`src/rtl/sram_access_unit_if.sv`:
```
// Request/response channel between the CPU memory stage and sram_access_unit.
// The master issues byte-addressed loads/stores; the slave returns one response each.
interface sram_access_unit_if;
  logic        req_valid;
  logic        req_ready;
  logic        req_write;
  logic [1:0]  req_size;
  logic        req_unsigned;
  logic [31:0] req_addr;
  logic [31:0] req_wdata;
  logic        resp_valid;
  logic [31:0] resp_rdata;
  logic        resp_error;

  modport master (
    output req_valid, req_write, req_size, req_unsigned, req_addr, req_wdata,
    input  req_ready, resp_valid, resp_rdata, resp_error
  );

  modport slave (
    input  req_valid, req_write, req_size, req_unsigned, req_addr, req_wdata,
    output req_ready, resp_valid, resp_rdata, resp_error
  );
endinterface

```
`src/rtl/sram_access_unit.sv`:
```
// Byte-addressed load/store front end for a 32-bit word SRAM with 1-cycle read latency.
// Misaligned accesses that straddle a word are split into two SRAM accesses.
module sram_access_unit #(
  parameter  int DEPTH    = 1024,
  localparam int LOGDEPTH = $clog2(DEPTH)
) (
  input  logic                clk,
  input  logic                reset,
  sram_access_unit_if.slave   req_if,
  output logic                sram_read_req,
  output logic [LOGDEPTH-1:0] sram_read_addr,
  input  logic [31:0]         sram_read_data,
  output logic                sram_write_req,
  output logic [LOGDEPTH-1:0] sram_write_addr,
  output logic [3:0]          sram_write_byte_en,
  output logic [31:0]         sram_write_data
);

  typedef enum logic [2:0] {IDLE, ACC1, ACC2, LDRESP, ERR} state_t;

  typedef struct packed {
    logic                write;
    logic [1:0]          size;
    logic                uns;
    logic [1:0]          off;
    logic [LOGDEPTH-1:0] word;
    logic [31:0]         wdata;
    logic                split;
  } req_t;

  state_t      state_q, state_d;
  req_t        req_q, req_d;
  logic [31:0] lo_q, lo_d;

  // Decode of the incoming request
  logic [1:0]          off_in;
  logic [2:0]          n_in;
  logic                split_in;
  logic [LOGDEPTH-1:0] word_in;
  logic                err_in;

  assign off_in   = req_if.req_addr[1:0];
  assign n_in     = (req_if.req_size == 2'd0) ? 3'd1 : (req_if.req_size == 2'd1) ? 3'd2 : 3'd4;
  assign split_in = ({1'b0, off_in} + n_in) > 3'd4;
  assign word_in  = req_if.req_addr[LOGDEPTH+1:2];
  // A split access into the last word would wrap to word 0, so it is rejected.
  assign err_in   = (req_if.req_size == 2'd3)
                 || ({1'b0, req_if.req_addr} >= 33'(4 * DEPTH))
                 || (split_in && (word_in == LOGDEPTH'(DEPTH - 1)));

  // Store lane placement over the two-word window starting at req_q.word
  logic [7:0]          base_mask;
  logic [7:0]          lane_mask;
  logic [63:0]         lane_data;
  logic [LOGDEPTH-1:0] word_next;

  assign base_mask = (req_q.size == 2'd0) ? 8'h01 : (req_q.size == 2'd1) ? 8'h03 : 8'h0F;
  assign lane_mask = base_mask << req_q.off;
  assign lane_data = {32'b0, req_q.wdata} << {req_q.off, 3'b000};
  assign word_next = req_q.word + LOGDEPTH'(1);

  // Load merge: hi word only exists for split loads, lo word was captured in ACC2
  logic [31:0] merged;
  logic [31:0] load_ext;

  assign merged = 32'((req_q.split ? {sram_read_data, lo_q} : {32'b0, sram_read_data})
                      >> {req_q.off, 3'b000});

  always_comb begin
    load_ext = merged;
    case (req_q.size)
      2'd0:    load_ext = req_q.uns ? {24'b0, merged[7:0]}  : {{24{merged[7]}}, merged[7:0]};
      2'd1:    load_ext = req_q.uns ? {16'b0, merged[15:0]} : {{16{merged[15]}}, merged[15:0]};
      default: load_ext = merged;
    endcase
  end

  logic        req_ready;
  logic        resp_valid;
  logic [31:0] resp_rdata;
  logic        resp_error;

  always_comb begin
    state_d            = state_q;
    req_d              = req_q;
    lo_d               = lo_q;
    req_ready          = 1'b0;
    resp_valid         = 1'b0;
    resp_rdata         = 32'b0;
    resp_error         = 1'b0;
    sram_read_req      = 1'b0;
    sram_read_addr     = req_q.word;
    sram_write_req     = 1'b0;
    sram_write_addr    = req_q.word;
    sram_write_byte_en = 4'b0;
    sram_write_data    = 32'b0;

    case (state_q)
      IDLE: begin
        req_ready = 1'b1;
        if (req_if.req_valid) begin
          req_d = '{write: req_if.req_write, size: req_if.req_size, uns: req_if.req_unsigned,
                    off: off_in, word: word_in, wdata: req_if.req_wdata, split: split_in};
          state_d = err_in ? ERR : ACC1;
        end
      end
      ACC1: begin
        if (req_q.write) begin
          sram_write_req     = 1'b1;
          sram_write_byte_en = lane_mask[3:0];
          sram_write_data    = lane_data[31:0];
          resp_valid         = !req_q.split;
        end else begin
          sram_read_req = 1'b1;
        end
        state_d = req_q.split ? ACC2 : (req_q.write ? IDLE : LDRESP);
      end
      ACC2: begin
        if (req_q.write) begin
          sram_write_req     = 1'b1;
          sram_write_addr    = word_next;
          sram_write_byte_en = lane_mask[7:4];
          sram_write_data    = lane_data[63:32];
          resp_valid         = 1'b1;
        end else begin
          sram_read_req  = 1'b1;
          sram_read_addr = word_next;
          lo_d           = sram_read_data;
        end
        state_d = req_q.write ? IDLE : LDRESP;
      end
      LDRESP: begin
        resp_valid = 1'b1;
        resp_rdata = load_ext;
        state_d    = IDLE;
      end
      ERR: begin
        resp_valid = 1'b1;
        resp_error = 1'b1;
        state_d    = IDLE;
      end
      default: state_d = IDLE;
    endcase

    // Reset abandons any in-flight access within the same cycle.
    if (reset) begin
      sram_read_req  = 1'b0;
      sram_write_req = 1'b0;
      resp_valid     = 1'b0;
      resp_rdata     = 32'b0;
      resp_error     = 1'b0;
    end
  end

  always_ff @(posedge clk) begin
    if (reset) begin
      state_q <= IDLE;
      req_q   <= '0;
      lo_q    <= 32'b0;
    end else begin
      state_q <= state_d;
      req_q   <= req_d;
      lo_q    <= lo_d;
    end
  end

  assign req_if.req_ready  = req_ready;
  assign req_if.resp_valid = resp_valid;
  assign req_if.resp_rdata = resp_rdata;
  assign req_if.resp_error = resp_error;

endmodule

```
`src/flat_wrapper.sv`:
```
// flat-port wrapper written by rule: the top's interface ports become plain ports
module sram_access_unit_flat 
#(
  parameter  int DEPTH    = 1024,
  localparam int LOGDEPTH = $clog2(DEPTH)
)
  (clk, reset, sram_read_req, sram_read_addr, sram_read_data, sram_write_req, sram_write_addr, sram_write_byte_en, sram_write_data, req_if_req_valid, req_if_req_write, req_if_req_size, req_if_req_unsigned, req_if_req_addr, req_if_req_wdata, req_if_req_ready, req_if_resp_valid, req_if_resp_rdata, req_if_resp_error);
  sram_access_unit_if req_if_i ();
  input  logic clk;
  input  logic reset;
  output logic sram_read_req;
  output logic [LOGDEPTH-1:0] sram_read_addr;
  input  logic [31:0] sram_read_data;
  output logic sram_write_req;
  output logic [LOGDEPTH-1:0] sram_write_addr;
  output logic [3:0] sram_write_byte_en;
  output logic [31:0] sram_write_data;
  input wire logic [$bits(req_if_i.req_valid)-1:0] req_if_req_valid;
  input wire logic [$bits(req_if_i.req_write)-1:0] req_if_req_write;
  input wire logic [$bits(req_if_i.req_size)-1:0] req_if_req_size;
  input wire logic [$bits(req_if_i.req_unsigned)-1:0] req_if_req_unsigned;
  input wire logic [$bits(req_if_i.req_addr)-1:0] req_if_req_addr;
  input wire logic [$bits(req_if_i.req_wdata)-1:0] req_if_req_wdata;
  output wire logic [$bits(req_if_i.req_ready)-1:0] req_if_req_ready;
  output wire logic [$bits(req_if_i.resp_valid)-1:0] req_if_resp_valid;
  output wire logic [$bits(req_if_i.resp_rdata)-1:0] req_if_resp_rdata;
  output wire logic [$bits(req_if_i.resp_error)-1:0] req_if_resp_error;
  assign req_if_i.req_valid = req_if_req_valid;
  assign req_if_i.req_write = req_if_req_write;
  assign req_if_i.req_size = req_if_req_size;
  assign req_if_i.req_unsigned = req_if_req_unsigned;
  assign req_if_i.req_addr = req_if_req_addr;
  assign req_if_i.req_wdata = req_if_req_wdata;
  assign req_if_req_ready = req_if_i.req_ready;
  assign req_if_resp_valid = req_if_i.resp_valid;
  assign req_if_resp_rdata = req_if_i.resp_rdata;
  assign req_if_resp_error = req_if_i.resp_error;
  sram_access_unit #(.DEPTH(DEPTH)) u_core (.clk(clk), .reset(reset), .req_if(req_if_i), .sram_read_req(sram_read_req), .sram_read_addr(sram_read_addr), .sram_read_data(sram_read_data), .sram_write_req(sram_write_req), .sram_write_addr(sram_write_addr), .sram_write_byte_en(sram_write_byte_en), .sram_write_data(sram_write_data));
endmodule
```
`config.mk`:
```
export PLATFORM = sky130hd
export DESIGN_NAME = sram_access_unit_flat
export DESIGN_NICKNAME = d
export VERILOG_FILES = /design/src/rtl/sram_access_unit_if.sv /design/src/rtl/sram_access_unit.sv /design/src/flat_wrapper.sv
export SDC_FILE = /design/constraint.sdc
export NUM_CORES = 1
export LEC_CHECK = 0
export BUFFER_PORTS_ARGS = -buffer_cell sky130_fd_sc_hd__clkbuf_2
export CAP_MARGIN = 30
export CELL_PAD_IN_SITES_DETAIL_PLACEMENT = 1
export CELL_PAD_IN_SITES_GLOBAL_PLACEMENT = 1
export CORE_ASPECT_RATIO = 0.8
export CORE_MARGIN = 3
export CORE_UTILIZATION = 36
export CTS_CLUSTER_SIZE = 14
export DETAILED_ROUTE_END_ITERATION = 16
export GPL_ROUTABILITY_DRIVEN = 0
export GPL_TIMING_DRIVEN = 0
export PLACE_DENSITY_LB_ADDON = 0.25
export SLEW_MARGIN = 20
export SYNTH_ARGS = -nofsm -noshare
export SYNTH_HDL_FRONTEND = slang
export SYNTH_SLANG_ARGS = --single-unit
```
`constraint.sdc`:
```
create_clock -name clk -period 2.55 [get_ports clk]
set_input_delay 0.51 -clock clk [delete_from_list [all_inputs] [get_ports clk]]
set_output_delay 0.51 -clock clk [all_outputs]
set_load 0.01 [all_outputs]
```
==> impl_results.md <==
- Status: complete, but fails checks
- Failing checks: setup timing
- Warnings, synthesis: 0
- Vias in the first global route: 7,356
- Crit path max fanout: 5
- CTS tree: yes
- Slowest CP cell: dfxtp_2
- Clk root buf: clkbuf_16
- Placed instance area: 0.00719 mm²
- Row cnt: 41
- Hold Vio Cnt, Final: 0
- Total GRT Usage: 30.0%
- Final Cycle Share: 116%
- Post-synth EDFFs: 0
- Min Tclk post-route: 2950 ps
- Nets: 1,185
- F_max: 0.339 GHz
- M3 GR Usage: 6.57%
- Area growth syn-to-layout: 44.8%
- Sequential area share after synthesis: 28.2%
- Synth Area per Inst: 7.06 µm²
- Syn_nets: 949
- Total negative slack: -7910 ps
- Vias per std cell: 5.81
- Antenna violations before repair: 0
- Dominant synthesized flop cell: dfxtp_1
- Met1 usage: 41.9%
- Largest net degree at the start of global routing: 14
- Io pins: 196
- Synth area leaders: dfxtp_1 (28%), nand2_1 (15%), mux2i_1 (11%)
- CP arrival: 2440 ps
- Crit-path cells: buf_6, mux2i_4, a2bb2oi_4, a222oi_1, buf_4, a21boi_4, buf_6, buf_8, o21ai_2, clkbuf_2
- First-pass GRT wire length: 41,800 µm
- CP Capture Type: output port
- Max cap viols: 0
- Dpl hpwl: 19,500 µm
- Setup CP Type: reg -> out
- Worst Setup Start Kind: register
- Fin Hold WS: 371 ps
- Effective utilization at floorplan: 37.2%
- Area of the core: 0.0160 mm²
- Max incr delay on CP: 370 ps
- Synth area leader: dfxtp_1
- Rel. slew slack: 49.8%
- Seq cells post-synth: 84
- Die X: 150 µm
- Mapped Cells: 843
- Antenna viol nets, final: 0
- Die Y: 121 µm
- RSZ-0062 raised after global routing: true
- Max Slew Vio Count: 0
- Actual slew at the worst max-slew pin: 753 ps
- Top-count cell post-synth: nand2_1
- PD cells: 444 mW/mm²
- Peak supply drop: 360 µV
- HP Class: in -> reg
- Ys async rst share: 0%
- Delay-heaviest family, CP: buffers and inverters
- Post-route cell area: 0.00862 mm²
- Total congestion overflow: 0
- CP Data Required Time: 2040 ps
- M2 GR Usage: 46.5%
- Die ar.: 0.0181 mm²
- Skew-Pair Late Insertion Delay: 360 ps
- P_leak: 3.57 nW
- Pre-antenna DRT Iters: 5
- Hold Buf Count CTS: 0
- Vias post-DR: 7,538
- Total CTS buffers: 9
- Busiest grt layer: met2
- Yosys top cell area share: 28.2%
- Yosys cell types: 50
- Port buffer count: 194
- Final setup viols: 32
- CTS Sinks: 84
- Top cell by count, worst path: buf_6
- Layout Skew: 8.42 ps
- Pre-CTS WS: -218 ps
- Routed len/inst: 22.7 µm
- Clock buffer depth: 2
- H-Tree Depth: 3
- Routed WL: 29,500 µm
- Share of cells above drive strength 1: 39.7%
- Initial DRC count: 784
- Commonest cells in the netlist: nand2_1 (244), a21oi_1 (112), dfxtp_1 (84)
- Syn Std Cell Area: 0.00595 mm²
- Worst Path Buf+Inv: 5
- Setup slack after layout: -400 ps
- Clk pin slew, worst setup/hold paths: 70 ps
- DRC: 0
- Antenna cells: 0
==> area by class of cell <==
class	count	area [µm²]
inverter	7	26.3
tap	215	269
sequential	84	1690
buffer	71	502
fill	2059	7380
timing repair buffer	230	1370
clock inverter	4	75.1
multi-input combinational	676	4460
clock buffer	11	233
==> repair_timing <==
action | in CTS | in global routing
resized for setup | 128 | 144
gates cloned | 2 | 2
setup buffers | 22 | 11
setup endpoints to repair | 74 | 73
pin swaps | 7 | 25
==> power breakdown <==
| part | internal, mW | leakage [nW] | switching, mW |
|---|---|---|---|
| logic | 0.421 | 2.75 | 0.538 |
| registers | 1.36 | 0.687 | 0.0658 |
| clock network | 0.854 | 0.142 | 0.585 |
| total | 2.64 | 3.57 | 1.19 |
==> cells by family (layout without fill, tap and decap cells) <==
family	after synthesis	in the layout	synth area share, %
buffers and inverters	83	323	6.72
XOR/XNOR	19	19	2.79
AND/OR/NAND/NOR	342	342	24.5
multiplexers	88	88	15.3
adder cells (fa/ha/maj)	3	3	0.756
AO/OA/AOI/OAI	224	224	21.7
flip-flops	84	84	28.2
==> flip-flops by register name (all words and copies together) (netlist names) <==
signal / cells
u_core.lo_q: 32
u_core.req_q: 49
u_core.state_q: 3
==> per-layer routing <==
metal / up-vias / share of wire, %
met1: 3606 / 42
met3: 87 / 9.8
li1: 3391 / -
met5: - / 0
met4: 0 / 2.7
met2: 454 / 45
==> worst register-to-register path, stage by stage, from the launching register on <==
cell and delay, ps:
dfxtp_1 330, nand2b_2 280, nor3_4 350, clkbuf_1 590, nand2_1 160, a21oi_1 260
==> placed cells by master (no fill, tap or decap), types with 22 or more instances in the layout <==
| cell type | n |
|---|---|
| nand2_1 | 239 |
| clkbuf_2 | 182 |
| a21oi_1 | 103 |
| dfxtp_1 | 79 |
| mux2i_1 | 44 |
| buf_2 | 34 |
| buf_4 | 31 |
| o21ai_2 | 29 |
| nor2_1 | 27 |
| mux2_2 | 22 |
| o21ai_1 | 22 |
==> final timing paths <==
kind | from | to | slack [ps] | depth (start not counted)
hold reg to reg | u_core.lo_q[19] | u_core.lo_q[19] | 460 | 2
setup reg to reg | u_core.state_q[0] | u_core.lo_q[31] | 490 | 5
setup / recovery | u_core.req_q[0] | req_if_resp_rdata[22] | -400 | 10
hold / removal | req_if_req_wdata[24] | u_core.req_q[25] | 370 | 3
==> per-stage QoR <==
stage                     cells  power [mW]  util [%]
after CTS                  1287        3.65      50.7
after global placement     1252        2.14      45.0
after floorplan             843        1.87         -
after detailed placement   1252        2.16      45.0
final                      1298        3.82      53.9
after global routing       1298        3.96      53.9
No activity file was read; power rests on OpenSTA's default activity.
